--- config.mk ---
export PLATFORM = sky130hd
export DESIGN_NAME = alu_op_sequencer
export DESIGN_NICKNAME = d
export VERILOG_FILES = /design/src/rtl/alu_op_sequencer.sv
export SDC_FILE = /design/constraint.sdc
export NUM_CORES = 1
export LEC_CHECK = 0
export CORE_MARGIN = 10
export CORE_UTILIZATION = 51
export DETAILED_ROUTE_END_ITERATION = 10
export GPL_TIMING_DRIVEN = 0
export PLACE_DENSITY_LB_ADDON = 0.2
export SETUP_SLACK_MARGIN = 0.3
export SYNTH_ARGS = -nofsm -noshare
export SYNTH_HDL_FRONTEND = slang
export SYNTH_SLANG_ARGS = --single-unit
--- constraint.sdc ---
create_clock -name clk -period 6.1 [get_ports clk]
set_input_delay 1.22 -clock clk [delete_from_list [all_inputs] [get_ports clk]]
set_output_delay 1.22 -clock clk [all_outputs]
set_load 0.01 [all_outputs]
--- src/rtl/alu_op_sequencer.sv ---
// alu_op_sequencer: request/response front end for the ALU op circuits.
// Latches one op per handshake, runs it through one shared HALF-bit add slice
// (full-word arithmetic takes a low pass and a high pass), owns the {T,C,S,Z}
// status register and holds the result until it is consumed.
// Optional feature: define ALU_OP_SEQUENCER_PERF_EN to add the perf_cnt output.
module alu_op_sequencer #(
    parameter int unsigned WIDTH = 20
) (
    input  logic             clk,
    input  logic             rst_n,
    input  logic             req_valid,
    output logic             req_ready,
    input  logic [4:0]       req_op,
    input  logic             req_mode,
    input  logic [WIDTH-1:0] req_a,
    input  logic [WIDTH-1:0] req_b,
    output logic             rsp_valid,
    input  logic             rsp_ready,
    output logic [WIDTH-1:0] rsp_c,
    output logic [WIDTH-1:0] rsp_b,
    output logic             rsp_taken,
    output logic [3:0]       status,
`ifdef ALU_OP_SEQUENCER_PERF_EN
    output logic [15:0]      perf_cnt,
`endif
    input  logic             trap_clr
);

    localparam int unsigned HALF = WIDTH / 2;

    localparam logic [4:0] OpNop = 5'h00, OpTrap = 5'h01, OpJmp = 5'h02, OpJz  = 5'h03;
    localparam logic [4:0] OpJs  = 5'h04, OpJzs  = 5'h05, OpLsr = 5'h06, OpXsr = 5'h07;
    localparam logic [4:0] OpNot = 5'h08, OpAnd  = 5'h09, OpOr  = 5'h0A, OpXor = 5'h0B;
    localparam logic [4:0] OpShr = 5'h0C, OpShl  = 5'h0D, OpRor = 5'h0E, OpRol = 5'h0F;
    localparam logic [4:0] OpSwp = 5'h10, OpInc  = 5'h11, OpDec = 5'h12, OpAdd = 5'h13;
    localparam logic [4:0] OpAdc = 5'h14, OpSub  = 5'h15, OpSbc = 5'h16, OpEq  = 5'h17;
    localparam logic [4:0] OpGt  = 5'h18, OpLt   = 5'h19, OpGe  = 5'h1A, OpLe  = 5'h1B;

    typedef enum logic [2:0] {StIdle, StExec, StExecLo, StExecHi, StResp, StHalt} state_e;

    state_e           state_q, state_d;
    logic [4:0]       op_q;
    logic             mode_q;
    logic [WIDTH-1:0] a_q, b_q;
    logic [HALF-1:0]  lo_sum_q;
    logic             lo_carry_q;
    logic [WIDTH-1:0] rsp_c_q, rsp_b_q;
    logic             rsp_taken_q;
    logic [3:0]       status_q;

    logic             accept, two_pass_req, trap_op, is_sub, cin_init, hi_pass;
    logic [WIDTH-1:0] b_eff, mask, a_m, b_m;
    logic [HALF-1:0]  slice_x, slice_y, slice_sum;
    logic             slice_cin, slice_cout;
    logic [WIDTH-1:0] res_c, res_b;
    logic             res_taken, upd_zs, sign_full;
    logic [3:0]       res_status;

    assign req_ready    = (state_q == StIdle);
    assign rsp_valid    = (state_q == StResp);
    assign accept       = req_valid && req_ready;
    assign two_pass_req = req_mode && (req_op >= OpInc) && (req_op <= OpSbc);
    assign trap_op      = (op_q == OpTrap) || (op_q >= 5'h1C);
    assign hi_pass      = (state_q == StExecHi);
    assign rsp_c        = rsp_c_q;
    assign rsp_b        = rsp_b_q;
    assign rsp_taken    = rsp_taken_q;
    assign status       = status_q;

    // Next-state sequencing of the op lifecycle.
    always_comb begin
        state_d = state_q;
        unique case (state_q)
            StIdle:   if (accept) state_d = two_pass_req ? StExecLo : StExec;
            StExec:   state_d = StResp;
            StExecLo: state_d = StExecHi;
            StExecHi: state_d = StResp;
            StResp:   if (rsp_ready) state_d = trap_op ? StHalt : StIdle;
            StHalt:   if (trap_clr) state_d = StIdle;
            default:  state_d = StIdle;
        endcase
    end

    // Shared add slice; subtraction is x + ~y + ~borrow, so borrow = ~carry out.
    always_comb begin
        is_sub = (op_q == OpDec) || (op_q == OpSub) || (op_q == OpSbc);
        b_eff  = ((op_q == OpInc) || (op_q == OpDec)) ? WIDTH'(1) : b_q;
        case (op_q)
            OpAdc:        cin_init = status_q[2];
            OpSub, OpDec: cin_init = 1'b1;
            OpSbc:        cin_init = ~status_q[2];
            default:      cin_init = 1'b0;
        endcase
        slice_x   = hi_pass ? a_q[WIDTH-1:HALF] : a_q[HALF-1:0];
        slice_y   = hi_pass ? b_eff[WIDTH-1:HALF] : b_eff[HALF-1:0];
        slice_y   = is_sub ? ~slice_y : slice_y;
        slice_cin = hi_pass ? lo_carry_q : cin_init;
        {slice_cout, slice_sum} = {1'b0, slice_x} + {1'b0, slice_y} + {{HALF{1'b0}}, slice_cin};
    end

    // Result and status computation for the final execute pass.
    always_comb begin
        res_c      = '0;
        res_b      = '0;
        res_taken  = 1'b0;
        res_status = status_q;
        upd_zs     = 1'b0;
        sign_full  = mode_q;
        mask       = mode_q ? '1 : {{HALF{1'b0}}, {HALF{1'b1}}};
        a_m        = a_q & mask;
        b_m        = b_q & mask;
        case (op_q)
            OpNop: ;
            OpJmp: begin res_c = a_q; res_taken = 1'b1; end
            OpJz:  begin res_c = a_q; res_taken = status_q[0]; end
            OpJs:  begin res_c = a_q; res_taken = status_q[1]; end
            OpJzs: begin res_c = a_q; res_taken = status_q[0] | status_q[1]; end
            OpLsr: res_status[2:0] = a_q[2:0];
            OpXsr: res_status[2:0] = status_q[2:0] ^ a_q[2:0];
            OpNot: begin res_c = ~a_q & mask; upd_zs = 1'b1; end
            OpAnd: begin res_c = a_m & b_m;   upd_zs = 1'b1; end
            OpOr:  begin res_c = a_m | b_m;   upd_zs = 1'b1; end
            OpXor: begin res_c = a_m ^ b_m;   upd_zs = 1'b1; end
            OpShr: begin
                res_c = {1'b0, a_q[WIDTH-1:1]};
                res_status[2] = a_q[0];
                upd_zs = 1'b1;
                sign_full = 1'b1;
            end
            OpShl: begin
                res_c = {a_q[WIDTH-2:0], 1'b0};
                res_status[2] = a_q[WIDTH-1];
                upd_zs = 1'b1;
                sign_full = 1'b1;
            end
            OpRor: res_c = {a_q[0], a_q[WIDTH-1:1]};
            OpRol: res_c = {a_q[WIDTH-2:0], a_q[WIDTH-1]};
            OpSwp: begin res_c = b_q; res_b = a_q; end
            OpInc, OpDec, OpAdd, OpAdc, OpSub, OpSbc: begin
                // In full mode this is the high pass; the low half was saved by the low pass.
                res_c = mode_q ? {slice_sum, lo_sum_q} : {{HALF{1'b0}}, slice_sum};
                res_status[2] = is_sub ? ~slice_cout : slice_cout;
                upd_zs = 1'b1;
            end
            OpEq: begin res_status[0] = (a_m == b_m); res_status[1] = (a_m == b_m); end
            OpGt: begin res_status[0] = (a_m == b_m); res_status[1] = (a_m > b_m);  end
            OpLt: begin res_status[0] = (a_m == b_m); res_status[1] = (a_m < b_m);  end
            OpGe: begin res_status[0] = (a_m == b_m); res_status[1] = (a_m >= b_m); end
            OpLe: begin res_status[0] = (a_m == b_m); res_status[1] = (a_m <= b_m); end
            default: res_status[3] = 1'b1;
        endcase
        if (upd_zs) begin
            res_status[0] = (res_c == '0);
            res_status[1] = sign_full ? res_c[WIDTH-1] : res_c[HALF-1];
        end
    end

    // State register.
    always_ff @(posedge clk or negedge rst_n) begin
        if (!rst_n) state_q <= StIdle;
        else        state_q <= state_d;
    end

    // Operand capture at accept and low-pass carry chain storage.
    always_ff @(posedge clk or negedge rst_n) begin
        if (!rst_n) begin
            op_q       <= OpNop;
            mode_q     <= 1'b0;
            a_q        <= '0;
            b_q        <= '0;
            lo_sum_q   <= '0;
            lo_carry_q <= 1'b0;
        end else begin
            if (accept) begin
                op_q   <= req_op;
                mode_q <= req_mode;
                a_q    <= req_a;
                b_q    <= req_b;
            end
            if (state_q == StExecLo) begin
                lo_sum_q   <= slice_sum;
                lo_carry_q <= slice_cout;
            end
        end
    end

    // Response and status registers, loaded on the edge entering RESP.
    always_ff @(posedge clk or negedge rst_n) begin
        if (!rst_n) begin
            rsp_c_q     <= '0;
            rsp_b_q     <= '0;
            rsp_taken_q <= 1'b0;
            status_q    <= '0;
        end else if ((state_q == StExec) || (state_q == StExecHi)) begin
            rsp_c_q     <= res_c;
            rsp_b_q     <= res_b;
            rsp_taken_q <= res_taken;
            status_q    <= res_status;
        end else if ((state_q == StHalt) && trap_clr) begin
            status_q[3] <= 1'b0;
        end
    end

`ifdef ALU_OP_SEQUENCER_PERF_EN
    logic [15:0] perf_cnt_q;
    assign perf_cnt = perf_cnt_q;

    // Saturating count of response handshakes.
    always_ff @(posedge clk or negedge rst_n) begin
        if (!rst_n)                                           perf_cnt_q <= '0;
        else if (rsp_valid && rsp_ready && (perf_cnt_q != 16'hFFFF)) perf_cnt_q <= perf_cnt_q + 16'd1;
    end
`endif

endmodule
; ---- Yosys cells after proc, flatten, opt, wreduce, memory -nomap -nowiden
; Cells that the tools add are included.
[word_totals]
input_bits = 51
output_inout_bits = 47
reg_bits = 105
[classes]
add_sub_neg = 2
mux = 27
n_eq_ne = 37
reduce_logical = 26
bitwise_logic = 12
order_cmp = 7
[op_table]
columns = cell, n
row1 = 20-bit case mux with 11 select lines, 1
row2 = 20-bit bitwise AND, 4
row3 = 20-bit two-way mux, 4
row4 = "5-bit equality test, second input constant", 12
row5 = "5-bit by 4-bit equality test with 1-bit output, second input constant", 8
row6 = 10-bit two-way mux, 3
row7 = 27-bit OR reduction, 1
row8 = 20-bit equality test, 1
row9 = "5-bit by 3-bit equality test with 1-bit output, second input constant", 4
row10 = 20-bit >= comparator, 1
row11 = 20-bit greater-than comparator, 1
row12 = 20-bit <= comparator, 1
row13 = 20-bit logical NOT, 1
row14 = 20-bit less-than comparator, 1
row15 = 20-bit inverter, 1
row16 = 20-bit OR, 1
row17 = 20-bit XOR, 1
row18 = 3-bit case mux with 5 select lines, 1
row19 = 2-bit case mux with 7 select lines, 1
row20 = 3-bit two-way mux, 4
row21 = 12-bit OR reduction, 1
row22 = 10-bit by 10-bit adder with 11-bit output, 1
row23 = 11-bit by 1-bit adder with 11-bit output, 1
row24 = "5-bit by 2-bit equality test with 1-bit output, second input constant", 2
row25 = other kinds (29), 54

; ---- Longest topological paths before layout
[logic_depth]
depth_word = 12
depth_mapped = 19
ltp_nobuf = 17

; ---- Worst setup path before layout
; Ideal clock, no wire load.
[synth_path]
path_kind = register to register
start = reg op_q[0]
end = reg status_q[0], in the netlist status[0]
required_time_ns = 6.008
path_buffers = 4
setup_time_ns = 0.092
setup_slack_ns = 1.883
arrival_time_ns = 4.125
stages_incl_launch_ff = 20
period_less_slack_ns = 4.217
cell_sequence = dfrtp_1 -> buf_6 -> buf_2 -> buf_2 -> nand2_1 -> mux2_2 -> nor2_1 -> buf_2 -> xnor2_1 -> fa_1 -> inv_1 -> fa_1 -> a21o_1 -> a21oi_1 -> xor2_1 -> o21ai_0 -> a2111oi_0 -> o2111a_1 -> nand4_1 -> o31ai_2
[synth_via]
elab_chain_cells = 12
word_cells_on_any_way = 49
cone_classes = 2 x add/sub / 26 x eq/ne / 10 x mux / 1 x bitwise / 10 x reduce/logical
[synth_rtl]
columns = element, line
row1 = start: declaration, 42  ; logic [4:0] op_q;
row2 = start signal: assignment, 167  ; op_q <= OpNop;
row3 = start signal: assignment, 175  ; op_q <= req_op;
row4 = 5-bit equality test (on tied branches), -
row5 = 1-bit logical OR, 87  ; b_eff = ((op_q == OpInc) || (op_q == OpDec)) ? WIDTH'(1) : b_q;
row6 = 20-bit two-way mux, 87
row7 = 10-bit two-way mux, 95  ; slice_y = hi_pass ? b_eff[WIDTH-1:HALF] : b_eff[HALF-1:0];
row8 = 10-bit inverter, 96  ; slice_y = is_sub ? ~slice_y : slice_y;
row9 = 10-bit two-way mux, 96
row10 = 10-bit by 10-bit adder with 11-bit output, 98  ; {slice_cout, slice_sum} = {1'b0, slice_x} + {1'b0, slice_y} + {{HALF{1'b0}}, slice_cin};
row11 = 11-bit by 1-bit adder with 11-bit output, 98
row12 = 20-bit two-way mux, 141  ; res_c = mode_q ? {slice_sum, lo_sum_q} : {{HALF{1'b0}}, slice_sum};
row13 = 20-bit case mux with 11 select lines, 112  ; case (op_q)
row14 = 20-bit logical NOT, 153  ; res_status[0] = (res_c == '0);
row15 = 2-bit two-way mux, 152  ; if (upd_zs) begin
row16 = end signal: assignment, 198  ; status_q <= res_status;
row17 = end: declaration, 49  ; logic [3:0] status_q;
; Several ways; a longest one is shown, not always the timed one.
; A chain may end at the register's enable or synchronous reset.

; ---- Worst setup path after layout
; Same ends and word-level chain as after synthesis.

==> impl_metrics.yaml <==
power_and_ir_drop:
  peakVddDrop_uv: 250
  power_mw: 5.73
  powerDensity_mw_per_mm2: 608
  p_leak_nw: 4.26
clock_tree:
  ctsHoldBuffers: 0
  cts_setup_buffers: 0
  ctsHtreeMaxLevel: 3
  cts_tree: "yes"
  clock_latency_ps: 370
  cts.reportedPaths.clkPinSlew_ps: 80
  numCtsBuffers: 9
  cts_sinks: 105
  cts_root_buffer: "clkbuf_16"
  clock_path_buffers: 2
  ctsResizeCount: 0
die:
  die_area_mm2: 0.0209
  core_area_mm2: 0.0152
  die_x_um: 144
  die-height_um: 144
  ios: 98
  rows: 45
  start_util_pct: 52.0
route:
  via_per_inst: 6.14
  routed_wl_mm: 27.5
  vias: 7766
  routedWlPerCell_um: 21.7
  drc: 0
  drt-initial-drc-count: 1050
  first_pass_iters: 6
  postRouteAntennaNets: 0
critical_path:
  path_max_fanout: 10
  start_kind: "flop"
  crit_chain: "buf_6, buf_2, buf_2, nand2_1, mux2_2, nor2_1, buf_2, xnor2_1, fa_1, inv_1, fa_1, a211oi_1, o21bai_1, a21oi_1, xnor2_1, a2111oi_0, nand4_1, o31ai_2"
  timing.rr.start: "op_q[0]"
  crit_buf_inv: 5
  critPathCaptureType: "flop"
  crit_top_cell: "buf_2"
  crit_type: "reg -> reg"
  cp_top_family: "compound AO/OA/AOI/OAI gates"
  regToRegSetupSlack_ps: 480
  reg2reg_to: "status[0]"
  slowest_stage: "a2111oi_0"
  cpPeakStageDelay_ps: 1020
  r2r_cells: 18
  required_ps: 6370
  crit_arrival_ps: 5890
final_layout:
  final_cell_mix: "185 x nand2_1, 105 x dfrtp_1, 102 x o21ai_0, 96 x clkdlybuf4s50_1, 69 x ha_1"
  drive_gt1_share_pct: 7.34
  final_common_cell: "nand2_1"
  area_delta_synth_final_pct: 19.5
  num_antenna_cells: 0
  final_nets: 1194
synth:
  synth_ff_type: "dfrtp_1"
  async_flop_share_pct: 100
  yosys.area.top_type: "dfrtp_1"
  synthCells: 963
  synth_xor_area_share_pct: 2.44
  ys_seq_area_share_pct: 33.3
  synth_top_family_by_area: "simple AND/OR/NAND/NOR gates"
  muxShareOfSynthArea_pct: 6.97
  synth_fa_ha_area_share_pct: 11.4
  yosys_warnings: 0
  synthesis.area_mm2: 0.00790
  avgSynthCellArea_um2: 8.20
  synth_compound_area_share_pct: 19.1
  synthSimpleGateAreaFrac_pct: 20.6
  ys_ff_latch: 105
  synth_fp_nets: 1085
  synth_top_area_share_pct: 33.3
  ys_types: 71
  synth-edff-count: 0
  synthTopCellsByArea: "dfrtp_1 33%, ha_1 11%, nand2_1 8.8%, o21ai_0 6.5%, mux2_2 4.6%"
run_status:
  outcome: "finished clean"
sta:
  skew_ps: 9.84
  post-route-min-period_ps: 5620
  worst_slew_pin_slew_ps: 1360
  final_hold_viol_count: 0
  fin_crit_sh_pct: 92.1
  finalMaxSlewViolations: 0
  relSlewSlack_pct: 6.92
  rsz0062_at_grt: "false"
  max_freq_mhz: 178
  worst_slack_ps: 481
  setup_viol: 0
job:
  cap_violations: 0
worst_hold_path:
  hold-path-endpoint: "rsp_b[1]"
  holdPathStages: 2
  worst_hold_startpoint: "rsp_b[1]"
  hold_path_class: "reg -> reg"
global_routing:
  grt_max_degree: 60
  antenna_found_initial: 0
  grt_overflow: 0
  grt_usage_pct: 26.0
  grt_pass1_wl_mm: 41.3
  grt_pass1_vias: 7250
placed_design:
  portBuffers: 97
  finalWeightedCongestion: 1.02
  preCtsSetupSlack_ps: 360
  dp_hpwl_mm: 21.5
-- synth_stat cells (13+ instances only) --
library cell,count
a21oi_1,55
buf_2,14
clkbuf_1,34
dfrtp_1,105
ha_1,69
inv_1,57
mux2_2,32
mux2i_1,19
nand2_1,185
nand3_1,41
nor2_1,48
nor3_1,16
o21ai_0,102
xor2_1,13
-- power by group --
| group | switching [mW] | internal [mW] | total [mW] | leakage [nW] |
|---|---|---|---|---|
| sequential | 0.358 | 0.965 | 1.32 | 1.34 |
| combinational | 2.39 | 1.43 | 3.82 | 2.78 |
| clock | 0.300 | 0.288 | 0.588 | 0.141 |
-- cells by family after synthesis --
kind of cell / count (synthesis)
adder cells (fa/ha/maj): 71
multiplexers: 51
buffers and inverters: 119
AO/OA/AOI/OAI: 242
AND/OR/NAND/NOR: 353
flip-flops: 105
XOR/XNOR: 22
-- sequential cells by signal, indices dropped and copies added, names as in the netlist --
register and count:
status 4, rsp_b 20, a_q 20, op_q 5
rsp_taken 1, state_q 3, b_q 20, lo_sum_q 10
lo_carry_q 1, rsp_c 20, mode_q 1
-- layout make-up --
cell class              count  area [µm²]
plain buffers              62         278
clock inverters             6        60.1
well taps                 188         235
repair buffers             98         996
multi-input cells         739        4800
inverters                  57         214
flip-flops and latches    105        2630
fillers                  1381        5760
clock buffers              10         229
-- how the worst max path moves through the flow --
| stage | startpoint | endpoint | slack, ps | depth (start not counted) |
|---|---|---|---|---|
| 3_3_place_gp | rst_n | b_q[15] | -190 | 1 |
| 3_5_place_dp | op_q[0] | status[0] | 360 | 19 |
| 4_1_cts | op_q[0] | status[0] | 310 | 19 |
| 5_1_grt | op_q[0] | status[0] | 300 | 18 |
| 2_1_floorplan | op_q[0] | status[0] | 1880 | 19 |
| 6_report | op_q[0] | status[0] | 480 | 18 |
-- metrics by stage --
step / utilization [%] / hold WS, ps / setup TNS (ps) / std cells / area (µm²)
after CTS: 62.0 / 473 / 0 / 1265 / 9420
after global placement: 59.9 / 451 / -19530 / 1248 / 9110
after floorplan: - / 450 / 0 / 963 / 7900
after detailed placement: 60.1 / 456 / 0 / 1249 / 9130
after global routing: 62.1 / 495 / 0 / 1265 / 9440
final: 62.1 / 470 / 0 / 1265 / 9440
-- tightest hold or removal path, cell delays in order, from the launching register on --
cell and delay, ps:
dfrtp_1 350, nand2_1 50, nand2_1 50
-- metal layers --
| metal | vias up | GRT usage [%] | routed length, µm | share of wire (%) |
|---|---|---|---|---|
| li1 | 3584 | - | - | - |
| met5 | - | 0 | 0 | 0 |
| met4 | 0 | 11.2 | 987 | 3.6 |
| met1 | 3684 | 34.4 | 11600 | 42 |
| met2 | 416 | 39.7 | 12100 | 44 |
| met3 | 82 | 6.10 | 2820 | 10 |
Note: power is estimated with default switching activity, not from simulation.
